## config.mk

```make
export PLATFORM = sky130hd
export DESIGN_NAME = countdown_sequencer_flat
export DESIGN_NICKNAME = d
export VERILOG_FILES = /design/src/rtl/countdown_sequencer_pkg.sv /design/src/rtl/countdown_sequencer_if.sv /design/src/rtl/countdown_sequencer_prescaler.sv /design/src/rtl/countdown_sequencer.sv /design/src/flat_wrapper.sv
export SDC_FILE = /design/constraint.sdc
export NUM_CORES = 1
export LEC_CHECK = 0
export ABC_AREA = 0
export BUFFER_PORTS_ARGS = -buffer_cell sky130_fd_sc_hd__buf_2
export CAP_MARGIN = 5
export CELL_PAD_IN_SITES_DETAIL_PLACEMENT = 1
export CELL_PAD_IN_SITES_GLOBAL_PLACEMENT = 1
export CORE_ASPECT_RATIO = 0.8
export CORE_MARGIN = 3
export CORE_UTILIZATION = 40
export CTS_BUF_LIST = sky130_fd_sc_hd__clkbuf_8
export DETAILED_ROUTE_END_ITERATION = 10
export GPL_TIMING_DRIVEN = 0
export PLACE_DENSITY_LB_ADDON = 0.15
export SLEW_MARGIN = 25
export SYNTH_ARGS = -nofsm -noshare
export SYNTH_HDL_FRONTEND = slang
export SYNTH_SLANG_ARGS = --single-unit
```

## constraint.sdc

```tcl
create_clock -name clk -period 2.05 [get_ports clk]
set_clock_uncertainty 0.15 [all_clocks]
set_input_delay 0.205 -clock clk [delete_from_list [all_inputs] [get_ports clk]]
set_output_delay 0.205 -clock clk [all_outputs]
set_load 0.02 [all_outputs]
```

## src/rtl/countdown_sequencer_pkg.sv

```systemverilog
// -----------------------------------------------------------------------------
// countdown_pkg
// Shared types for the countdown round controller: the controller state
// encoding, a BCD digit type, the largest legal BCD digit and a helper that
// clamps an out-of-range digit to 9.
// -----------------------------------------------------------------------------
package countdown_pkg;

  typedef enum logic [2:0] {
    CD_IDLE,
    CD_LOAD,
    CD_RUN,
    CD_PAUSE,
    CD_EXPIRED
  } cd_state_t;

  typedef logic [3:0] bcd_digit_t;

  localparam bcd_digit_t BCD_MAX = 4'd9;

  // Digits A..F cannot be shown by the timer, so they are saturated to 9
  function automatic bcd_digit_t bcd_clamp(input bcd_digit_t digit);
    return (digit > BCD_MAX) ? BCD_MAX : digit;
  endfunction

endpackage

```

## src/rtl/countdown_sequencer_if.sv

```systemverilog
// -----------------------------------------------------------------------------
// countdown_sequencer_if
// Bundles the round-control inputs, the timer digit feedback and the strobes
// sent to the BCD countdown datapath.
//   master : the sequencer side (drives strobes, load digits and status)
//   slave  : the environment side (game-round logic plus timer feedback)
// Signals:
//   start/pause/abort           round control levels
//   preset_tens/preset_units    BCD start value
//   digit_tens/digit_units      timer feedback
//   reconfig, setDigit_*        load strobe and clamped load value
//   decrement, reset_timer      count-down and clear strobes
//   running, expired, warn      status
// -----------------------------------------------------------------------------
interface countdown_sequencer_if;
  import countdown_pkg::*;

  logic       start;
  logic       pause;
  logic       abort;
  bcd_digit_t preset_tens;
  bcd_digit_t preset_units;
  bcd_digit_t digit_tens;
  bcd_digit_t digit_units;

  logic       reconfig;
  bcd_digit_t setDigit_tens;
  bcd_digit_t setDigit_units;
  logic       decrement;
  logic       reset_timer;
  logic       running;
  logic       expired;
  logic       warn;

  modport master (
    input  start, pause, abort,
    input  preset_tens, preset_units,
    input  digit_tens, digit_units,
    output reconfig, setDigit_tens, setDigit_units,
    output decrement, reset_timer,
    output running, expired, warn
  );

  modport slave (
    output start, pause, abort,
    output preset_tens, preset_units,
    output digit_tens, digit_units,
    input  reconfig, setDigit_tens, setDigit_units,
    input  decrement, reset_timer,
    input  running, expired, warn
  );

endinterface

```

## src/rtl/countdown_sequencer_prescaler.sv

```systemverilog
// -----------------------------------------------------------------------------
// tick_prescaler
// Divides the clock down to one tick every TICK_DIV cycles. The count runs
// 0..TICK_DIV-1 while enable is high and freezes while it is low, so a paused
// round resumes exactly where it left off.
// Ports:
//   clk    in  clock, rising edge
//   reset  in  synchronous active-high reset, count to 0
//   clear  in  synchronous count clear (wins over enable)
//   enable in  advance the count this cycle
//   tick   out high for the single cycle the count sits at TICK_DIV-1
// -----------------------------------------------------------------------------
module tick_prescaler #(
  parameter int unsigned TICK_DIV = 50_000_000
) (
  input  logic clk,
  input  logic reset,
  input  logic clear,
  input  logic enable,
  output logic tick
);

  localparam int unsigned CW = (TICK_DIV > 1) ? $clog2(TICK_DIV) : 1;
  localparam logic [CW-1:0] LAST = CW'(TICK_DIV - 1);

  logic [CW-1:0] count_q, count_d;

  assign tick = enable && (count_q == LAST);

  // Next count: clear beats enable; the count wraps on the tick cycle
  always_comb begin
    count_d = count_q;
    if (clear) begin
      count_d = '0;
    end else if (enable) begin
      count_d = (count_q == LAST) ? '0 : count_q + CW'(1);
    end
  end

  // Count register
  always_ff @(posedge clk) begin
    if (reset) begin
      count_q <= '0;
    end else begin
      count_q <= count_d;
    end
  end

endmodule

```

## src/rtl/countdown_sequencer.sv

```systemverilog
// -----------------------------------------------------------------------------
// countdown_sequencer
// Round controller for the two-digit BCD countdown timer. Loads a clamped
// preset into the timer, issues decrement strobes every TICK_DIV cycles,
// supports pause and abort, and detects expiry from the timer's digit
// feedback. Every output is registered.
// Parameters:
//   TICK_DIV     clk cycles per decrement (>= 4)
//   WARN_THRESH  BCD tens:units at or below which warn asserts
// Ports:
//   clk    in  clock, rising edge
//   reset  in  synchronous active-high reset
//   bus    countdown_sequencer_if.master (control in, feedback in, strobes
//          and status out)
// Build option:
//   COUNTDOWN_WARN_EN  when defined, warn flags a low remaining count while
//                      running; otherwise warn is held at 0.
// -----------------------------------------------------------------------------
module countdown_sequencer
  import countdown_pkg::*;
#(
  parameter int unsigned TICK_DIV    = 50_000_000,
  parameter logic [7:0]  WARN_THRESH = 8'h05
) (
  input  logic                         clk,
  input  logic                         reset,
  countdown_sequencer_if.master        bus
);

  cd_state_t  state_q, state_d;

  logic       reconfig_q, reconfig_d;
  bcd_digit_t setTens_q, setTens_d;
  bcd_digit_t setUnits_q, setUnits_d;
  logic       decrement_q, decrement_d;
  logic       resetTimer_q, resetTimer_d;
  logic       running_q, running_d;
  logic       expired_q, expired_d;
  logic       warn_q, warn_d;
  logic       decPrev_q;

  logic       tick;
  logic       fbZero;

  assign fbZero = (bus.digit_tens == 4'd0) && (bus.digit_units == 4'd0);

  // The prescaler restarts on every load and only advances while the
  // registered state is RUN; the edge that enters PAUSE still advances it,
  // which is what lets a resumed round pick up with the held phase.
  tick_prescaler #(
    .TICK_DIV (TICK_DIV)
  ) u_prescaler (
    .clk    (clk),
    .reset  (reset),
    .clear  (state_q == CD_LOAD),
    .enable (state_q == CD_RUN),
    .tick   (tick)
  );

  // Next-state logic. abort always wins; start only matters in IDLE and
  // EXPIRED. Timer feedback lags a decrement by a cycle, so a zero reading
  // right after a strobe is not trusted for expiry.
  always_comb begin
    state_d = state_q;
    if (bus.abort) begin
      state_d = CD_IDLE;
    end else begin
      case (state_q)
        CD_IDLE: begin
          if (bus.start) state_d = CD_LOAD;
        end
        CD_LOAD: begin
          state_d = CD_RUN;
        end
        CD_RUN: begin
          if (fbZero && !decPrev_q) begin
            state_d = CD_EXPIRED;
          end else if (bus.pause) begin
            state_d = CD_PAUSE;
          end
        end
        CD_PAUSE: begin
          if (!bus.pause) state_d = CD_RUN;
        end
        CD_EXPIRED: begin
          if (bus.start) state_d = CD_LOAD;
        end
        default: begin
          state_d = CD_IDLE;
        end
      endcase
    end
  end

  // Output next values are derived from the state being entered, so the
  // registered outputs line up with the registered state. Load digits are
  // captured on entry to LOAD and held until the next load.
  always_comb begin
    reconfig_d   = (state_d == CD_LOAD);
    setTens_d    = setTens_q;
    setUnits_d   = setUnits_q;
    if (state_d == CD_LOAD) begin
      setTens_d  = bcd_clamp(bus.preset_tens);
      setUnits_d = bcd_clamp(bus.preset_units);
    end
    decrement_d  = tick && !fbZero && !bus.abort;
    resetTimer_d = bus.abort && (state_q != CD_IDLE);
    running_d    = (state_d == CD_RUN) || (state_d == CD_PAUSE);
    expired_d    = (state_d == CD_EXPIRED);
`ifdef COUNTDOWN_WARN_EN
    warn_d       = running_d && !fbZero &&
                   ({bus.digit_tens, bus.digit_units} <= WARN_THRESH);
`else
    // Threshold has no effect when the warning is compiled out
    warn_d       = 1'b0 & (|WARN_THRESH);
`endif
  end

  // State and output registers; reset clears everything without a
  // reset_timer pulse.
  always_ff @(posedge clk) begin
    if (reset) begin
      state_q      <= CD_IDLE;
      reconfig_q   <= 1'b0;
      setTens_q    <= '0;
      setUnits_q   <= '0;
      decrement_q  <= 1'b0;
      resetTimer_q <= 1'b0;
      running_q    <= 1'b0;
      expired_q    <= 1'b0;
      warn_q       <= 1'b0;
      decPrev_q    <= 1'b0;
    end else begin
      state_q      <= state_d;
      reconfig_q   <= reconfig_d;
      setTens_q    <= setTens_d;
      setUnits_q   <= setUnits_d;
      decrement_q  <= decrement_d;
      resetTimer_q <= resetTimer_d;
      running_q    <= running_d;
      expired_q    <= expired_d;
      warn_q       <= warn_d;
      decPrev_q    <= decrement_q;
    end
  end

  assign bus.reconfig       = reconfig_q;
  assign bus.setDigit_tens  = setTens_q;
  assign bus.setDigit_units = setUnits_q;
  assign bus.decrement      = decrement_q;
  assign bus.reset_timer    = resetTimer_q;
  assign bus.running        = running_q;
  assign bus.expired        = expired_q;
  assign bus.warn           = warn_q;

endmodule

```

## src/flat_wrapper.sv

```systemverilog
// flat-port wrapper written by rule: the top's interface ports become plain ports
module countdown_sequencer_flat import countdown_pkg::*;
#(
  parameter int unsigned TICK_DIV    = 50_000_000,
  parameter logic [7:0]  WARN_THRESH = 8'h05
)
  (clk, reset, bus_start, bus_pause, bus_abort, bus_preset_tens, bus_preset_units, bus_digit_tens, bus_digit_units, bus_reconfig, bus_setDigit_tens, bus_setDigit_units, bus_decrement, bus_reset_timer, bus_running, bus_expired, bus_warn);
  countdown_sequencer_if bus_i ();
  input  logic clk;
  input  logic reset;
  input wire logic [$bits(bus_i.start)-1:0] bus_start;
  input wire logic [$bits(bus_i.pause)-1:0] bus_pause;
  input wire logic [$bits(bus_i.abort)-1:0] bus_abort;
  input wire logic [$bits(bus_i.preset_tens)-1:0] bus_preset_tens;
  input wire logic [$bits(bus_i.preset_units)-1:0] bus_preset_units;
  input wire logic [$bits(bus_i.digit_tens)-1:0] bus_digit_tens;
  input wire logic [$bits(bus_i.digit_units)-1:0] bus_digit_units;
  output wire logic [$bits(bus_i.reconfig)-1:0] bus_reconfig;
  output wire logic [$bits(bus_i.setDigit_tens)-1:0] bus_setDigit_tens;
  output wire logic [$bits(bus_i.setDigit_units)-1:0] bus_setDigit_units;
  output wire logic [$bits(bus_i.decrement)-1:0] bus_decrement;
  output wire logic [$bits(bus_i.reset_timer)-1:0] bus_reset_timer;
  output wire logic [$bits(bus_i.running)-1:0] bus_running;
  output wire logic [$bits(bus_i.expired)-1:0] bus_expired;
  output wire logic [$bits(bus_i.warn)-1:0] bus_warn;
  assign bus_i.start = bus_start;
  assign bus_i.pause = bus_pause;
  assign bus_i.abort = bus_abort;
  assign bus_i.preset_tens = bus_preset_tens;
  assign bus_i.preset_units = bus_preset_units;
  assign bus_i.digit_tens = bus_digit_tens;
  assign bus_i.digit_units = bus_digit_units;
  assign bus_reconfig = bus_i.reconfig;
  assign bus_setDigit_tens = bus_i.setDigit_tens;
  assign bus_setDigit_units = bus_i.setDigit_units;
  assign bus_decrement = bus_i.decrement;
  assign bus_reset_timer = bus_i.reset_timer;
  assign bus_running = bus_i.running;
  assign bus_expired = bus_i.expired;
  assign bus_warn = bus_i.warn;
  countdown_sequencer #(.TICK_DIV(TICK_DIV), .WARN_THRESH(WARN_THRESH)) u_core (.clk(clk), .reset(reset), .bus(bus_i));
endmodule
```

Word level (Yosys, flattened, before mapping)
Index checks and enable logic that the tools add are counted.

word-level totals
  output and inout port bits = 14
  word-level logic and storage cells = 47
  bits in registers = 43
  input bits = 21

cells by class
  equality and inequality tests = 9
  reduce and logical (&&, ||, !) cells = 16
  magnitude comparators = 2
  add/sub/neg operators = 1
  mux-type cells = 9

operator list
  kind                     count
  $add A26 B1 Y26 const B  1
  $eq A26 B26 Y1 const B   1
  $mux W26                 1
  $mux W3                  5
  $eq A3 B2 Y1 const B     4
  $pmux W3 S4              1
  $gt A4 B4 Y1 const B     2
  $logic_not A4 Y1         2
  $mux W4                  2
  $eq A3 B1 Y1 const B     2
  $eq A3 B3 Y1 const B     2
  $logic_and A1 B1 Y1      6
  $reduce_or A2 Y1         2
  $logic_not A1 Y1         3
  $logic_not A3 Y1         1
  $reduce_bool A3 Y1       1
  $logic_or A1 B1 Y1       1

Logic depth before layout (Yosys ltp)
  depth in word-level cells = 8
  mapped depth = 7
  gate-level depth less buffers = 5

Modules after synthesis
Synthesis repeated with hierarchy kept, for this count alone.

second synthesis, totals
  cell total of the unflattened synthesis = 237
  area, all modules = 2,043.2 µm²

modules (own cells, without submodules)
  module               area each (µm²)  seq. area each (µm²)  cells an instance  times used
  tick_prescaler       1,338.8          520.5                 161                1
  countdown_sequencer  704.4            340.3                 76                 1

Worst setup path before layout
No wires, ideal clock.

  kind = register to register
  start = register u_core.state_q[0]
  end = register u_core.u_prescaler.count_q[8]
  slack = 238 ps
  arrival time = 1,575 ps
  period minus slack after synthesis = 1,812 ps
  cell stages (with the launch flop) = 7
  buffers on the path = 1
  path through = dfxtp_1 buf_2 and4bb_1 and3_1 nand2_1 or4_1 o31ai_1

on the way
  word-level cells in the longest chain between the ends = 2
  elaborated cells on any way between the ends = 3
  classes of those cells = eq/ne (2); reduce/logical (1)

RTL lines
  element                            line                                 RTL
  start, declared                    countdown_sequencer.sv:30            cd_state_t state_q, state_d;
  start signal, assigned             countdown_sequencer.sv:134           state_q <= state_d;
  $eq A3 B1 Y1                       countdown_sequencer.sv:55            .clear (state_q == CD_LOAD),
  $reduce_or A2 Y1 (no source line)  n/a
  end signal, assigned               countdown_sequencer_prescaler.sv:45  count_q <= count_d;
  end, declared                      countdown_sequencer_prescaler.sv:26  logic [CW-1:0] count_q, count_d;

Parallel ways exist; a longest one is shown, timed or not.
A chain may end at the register's enable or synchronous reset.

Final worst setup path
Ends and elaborated chain as after synthesis.

==> summary.md <==
The DRC violation count after routing is 0. The first routing iteration left 112 violations. The data arrival time of the critical path is 2.02 ns. The synthesized area divided by synthesized cell count works out to 8.641 um^2. TritonCTS built the clock tree.

Dividing total power by cell area gives a power density of 612.8 mW/mm^2. Flop and latch count out of synthesis: 43. For the finished layout, the period the worst path requires is 1.956 ns. The tools report the clock root buffer as sky130_fd_sc_hd__clkbuf_8. For the worst-skew pair, the clock arrives at the later sink with an insertion delay of 0.30 ns. The pin count of the biggest net entering global routing is 12, and the hold buffer count at CTS is 0. Timing would allow up to 511.2 MHz. Synthesis handed over a netlist of 235 instances. Prior to clock tree synthesis, the placed netlist has a worst setup slack of -0.04077 ns. At the end of routability-driven placement, the weighted congestion stood at 0.7802. The sequential-to-total area share from yosys stat was 42.39%; the post-synthesis net count was 257. The path type of the worst min-delay path was input port to register. Power comes to 1.476 mW. The proportion of synthesized flip-flops having asynchronous set or reset is 0%.

The tools report the initial antenna violation count as 0. The worst register-to-register path begins at u_core.state_q[0]. The peak fanout along the critical path was 10; the standard-cell row count was 22. The first global-routing pass estimated 8.707 mm of wire.

The worst hold path passes through 3 cells. The number of slew-limit violations in the final report came out at 0. The number of search-and-repair iterations in the first detailed-routing pass was 4; the worst hold slack was 0.009652 ns.

The slew at the pin closest to its max-slew limit was 0.5646 ns. The number of cells on the worst reg-to-reg path was 6. The clock tree synthesis step divided the H-tree into 2 levels.

The antenna diode instance count came out at 0. After synthesis, the netlist uses 45 different library cells. The run gives 0 as the count of final hold-check violations.

Global routing used 17.92% of the available tracks across all layers. After legalization and detailed placement, the total HPWL measured 3.768 mm. Dividing the detail-routed via count by the number of cells gives 5.321.

In this run the critical register-to-register path is captured at u_core.u_prescaler.count_q[8]. STA classifies the critical path startpoint as a register. The worst setup path is of the register to register kind.

Yosys mapped a number of flops with a built-in enable equal to 0. The run gives 0.09369 ns as the setup slack of the critical path after layout. CTS saw 43 sinks.

The die span in x works out to 85.66 um. The total clock buffers created by CTS was 5. Worst path required time: 2.11 ns. The path with the worst hold slack has its endpoint at u_core.bus.setDigit_tens[0].

The flow ran to the end, and the final reports show no timing, DRC or antenna violations. The net count of the finished layout is 299. Dividing the detail-routed wire length by the instance count gives 15.14 um. Summed over all layers, the routed wires come to 5.087 mm. Post-synthesis instance area: 0.002031 mm^2. Of the available clock period, the critical path in the final layout requires 95.43%. 35 I/O pins were placed. During synthesis, Yosys emitted a total of 0 warnings.

The total grt overflow is 0, and the clock-pin transition on the worst setup and hold timing paths is 0.08 ns. Excluding fillers, the count of instances in the completed layout stands at 336. Once layout is complete, the utilization of the core stands at 50.87%. IR analysis of the VDD net gives a maximum drop of 0.0004285 V. The area growth from synthesis to layout is 18.61%. The clock passes through at most 2 buffers. The run gives 0.005973 mm^2 as the full die area. The area of the placeable core is 0.004735 mm^2, and the share of final-layout standard cells stronger than drive strength 1 is 22.46%. Measured along the y axis, the die boundary spans 69.73 um.

In this run, placement finished with an instance count of 327. The detail route stage leaves a number of antenna-violating nets equal to 0. The normalized max-slew margin came out at 62.10%. Input and output buffers added on the ports amount to 32. For the starting density of the core, the log shows 42.89%. The run gives 0 as the max-cap violation count. The tools report the capturing element type of the critical path as a register. The final route contains 1788 vias. Setup violations remaining at the end of the flow were counted as 0. The static leakage came out at 0.8809 nW. The run gives 0.09 ns as the setup slack on the worst flop-to-flop path.

The start point of the worst hold path was bus_preset_tens[0]. The most instantiated flip-flop cell in the synthesis netlist was sky130_fd_sc_hd__dfxtp_1. For the via count of the first global-routing pass, the log shows 1788.
==> cell families (layout without fill, tap and decap cells) <==
| group | count (synthesis) | after routing | synth area share (%) |
|---|---|---|---|
| adder cells (fa/ha/maj) | 1 | 1 | 0.6160 |
| AND/OR/NAND/NOR | 114 | 114 | 32.22 |
| XOR/XNOR | 23 | 23 | 9.920 |
| AO/OA/AOI/OAI | 33 | 33 | 9.489 |
| multiplexers | 1 | 1 | 0.4929 |
| other | 1 | 1 | 0.1847 |
| buffers and inverters | 19 | 60 | 4.683 |
| flip-flops | 43 | 43 | 42.39 |
==> cell type report <==
| cell class | instances | area (um^2) |
|---|---|---|
| Clock inverter | 1 | 3.754 |
| Tap cell | 60 | 75.07 |
| Sequential cell | 43 | 860.8 |
| Clock buffer | 5 | 68.82 |
| Buffer | 10 | 72.57 |
| Fill cell | 594 | 2326 |
| Timing Repair Buffer | 36 | 190.2 |
| Inverter | 8 | 30.03 |
| Multi-Input combinational cell | 173 | 1107 |
==> power by group <==
part	switching, mW	internal [mW]	total (mW)
Clock	0.279	0.223	0.501
Sequential	0.00475	0.846	0.851
Combinational	0.0747	0.0494	0.124
==> critical path, stage by stage (launching register included) <==
cell                       delay, ns
sky130_fd_sc_hd__dfxtp_1        0.31
sky130_fd_sc_hd__buf_4          0.17
sky130_fd_sc_hd__and4bb_4       0.37
sky130_fd_sc_hd__and3_4         0.23
sky130_fd_sc_hd__nand2_2        0.08
sky130_fd_sc_hd__or4_1          0.47
sky130_fd_sc_hd__o31ai_1        0.08
==> per-layer routing <==
| metal | vias up | track usage (%) | wire length, um |
|---|---|---|---|
| li1 | 906 | - | - |
| met3 | 5 | 4.513 | 239 |
| met1 | 850 | 27.50 | 2723 |
| met2 | 27 | 24.91 | 2086 |
| met4 | 0 | 3.691 | 38 |
| met5 | - | 0 | 0 |
==> how the worst max path moves through the flow <==
stage / cells after the start / startpoint / endpoint / slack [ns]
global route: 6 / u_core.state_q[1] / u_core.bus.setDigit_tens[0] / -0.002
CTS: 6 / u_core.state_q[2] / u_core.u_prescaler.count_q[25] / 0.03
global placement: 7 / u_core.state_q[0] / u_core.u_prescaler.count_q[15] / -0.03
detailed placement: 7 / u_core.state_q[0] / u_core.u_prescaler.count_q[1] / -0.04
floorplan: 6 / u_core.state_q[0] / u_core.u_prescaler.count_q[8] / 0.24
finish: 6 / u_core.state_q[0] / u_core.u_prescaler.count_q[8] / 0.09
==> state kept, by name, indices dropped and copies added, names as in the netlist <==
signal                      cells
u_core.bus.decrement            1
u_core.bus.expired              1
u_core.bus.reconfig             1
u_core.bus.reset_timer          1
u_core.bus.running              1
u_core.bus.setDigit_tens        4
u_core.bus.setDigit_units       4
u_core.decPrev_q                1
u_core.state_q                  3
u_core.u_prescaler.count_q     26
==> cells in the mapped netlist (all sizes together) (3+ instances only) <==
cell	n	area, um^2
dfxtp	43	860.8
nor2	37	138.9
nand2	14	52.55
nand3	13	65.06
xnor2	13	113.9
o21ai	12	60.05
a21oi	11	55.05
xor2	10	87.58
inv	8	30.03
nor3	8	51.30
buf	7	50.05
nand4	7	43.79
nor4	6	52.55
and4	5	43.79
nand4b	5	43.79
clkbuf	4	15.01
nor4b	3	32.53
or4	3	26.27
==> metrics by stage <==
step                setup TNS [ns]  area [um^2]
finish                           0         2409
global route             -0.002278         2409
CTS                              0         2352
detailed placement         -0.6997         2266
global placement           -0.6198         2266
floorplan                        0         2031
==> what timing repair did <==
action | 4_1_cts | 5_1_grt
buffers inserted | 0 | 4
pin swaps | 0 | 3
endpoints found under the hold margin | 0 | 0
gates resized for setup | 5 | 9
setup endpoints to repair | 27 | 29
==> placed cells by master (no fill, tap or decap), types with 9 or more instances in the layout <==
cell type,count
sky130_fd_sc_hd__o21ai_0,9
sky130_fd_sc_hd__nor2_1,37
sky130_fd_sc_hd__dfxtp_1,43
sky130_fd_sc_hd__xnor2_1,13
sky130_fd_sc_hd__inv_1,9
sky130_fd_sc_hd__xor2_1,10
sky130_fd_sc_hd__nand2_1,13
sky130_fd_sc_hd__a21oi_1,11
sky130_fd_sc_hd__buf_2,33
sky130_fd_sc_hd__nand3_1,13
Note: power is estimated with default switching activity, not from simulation.
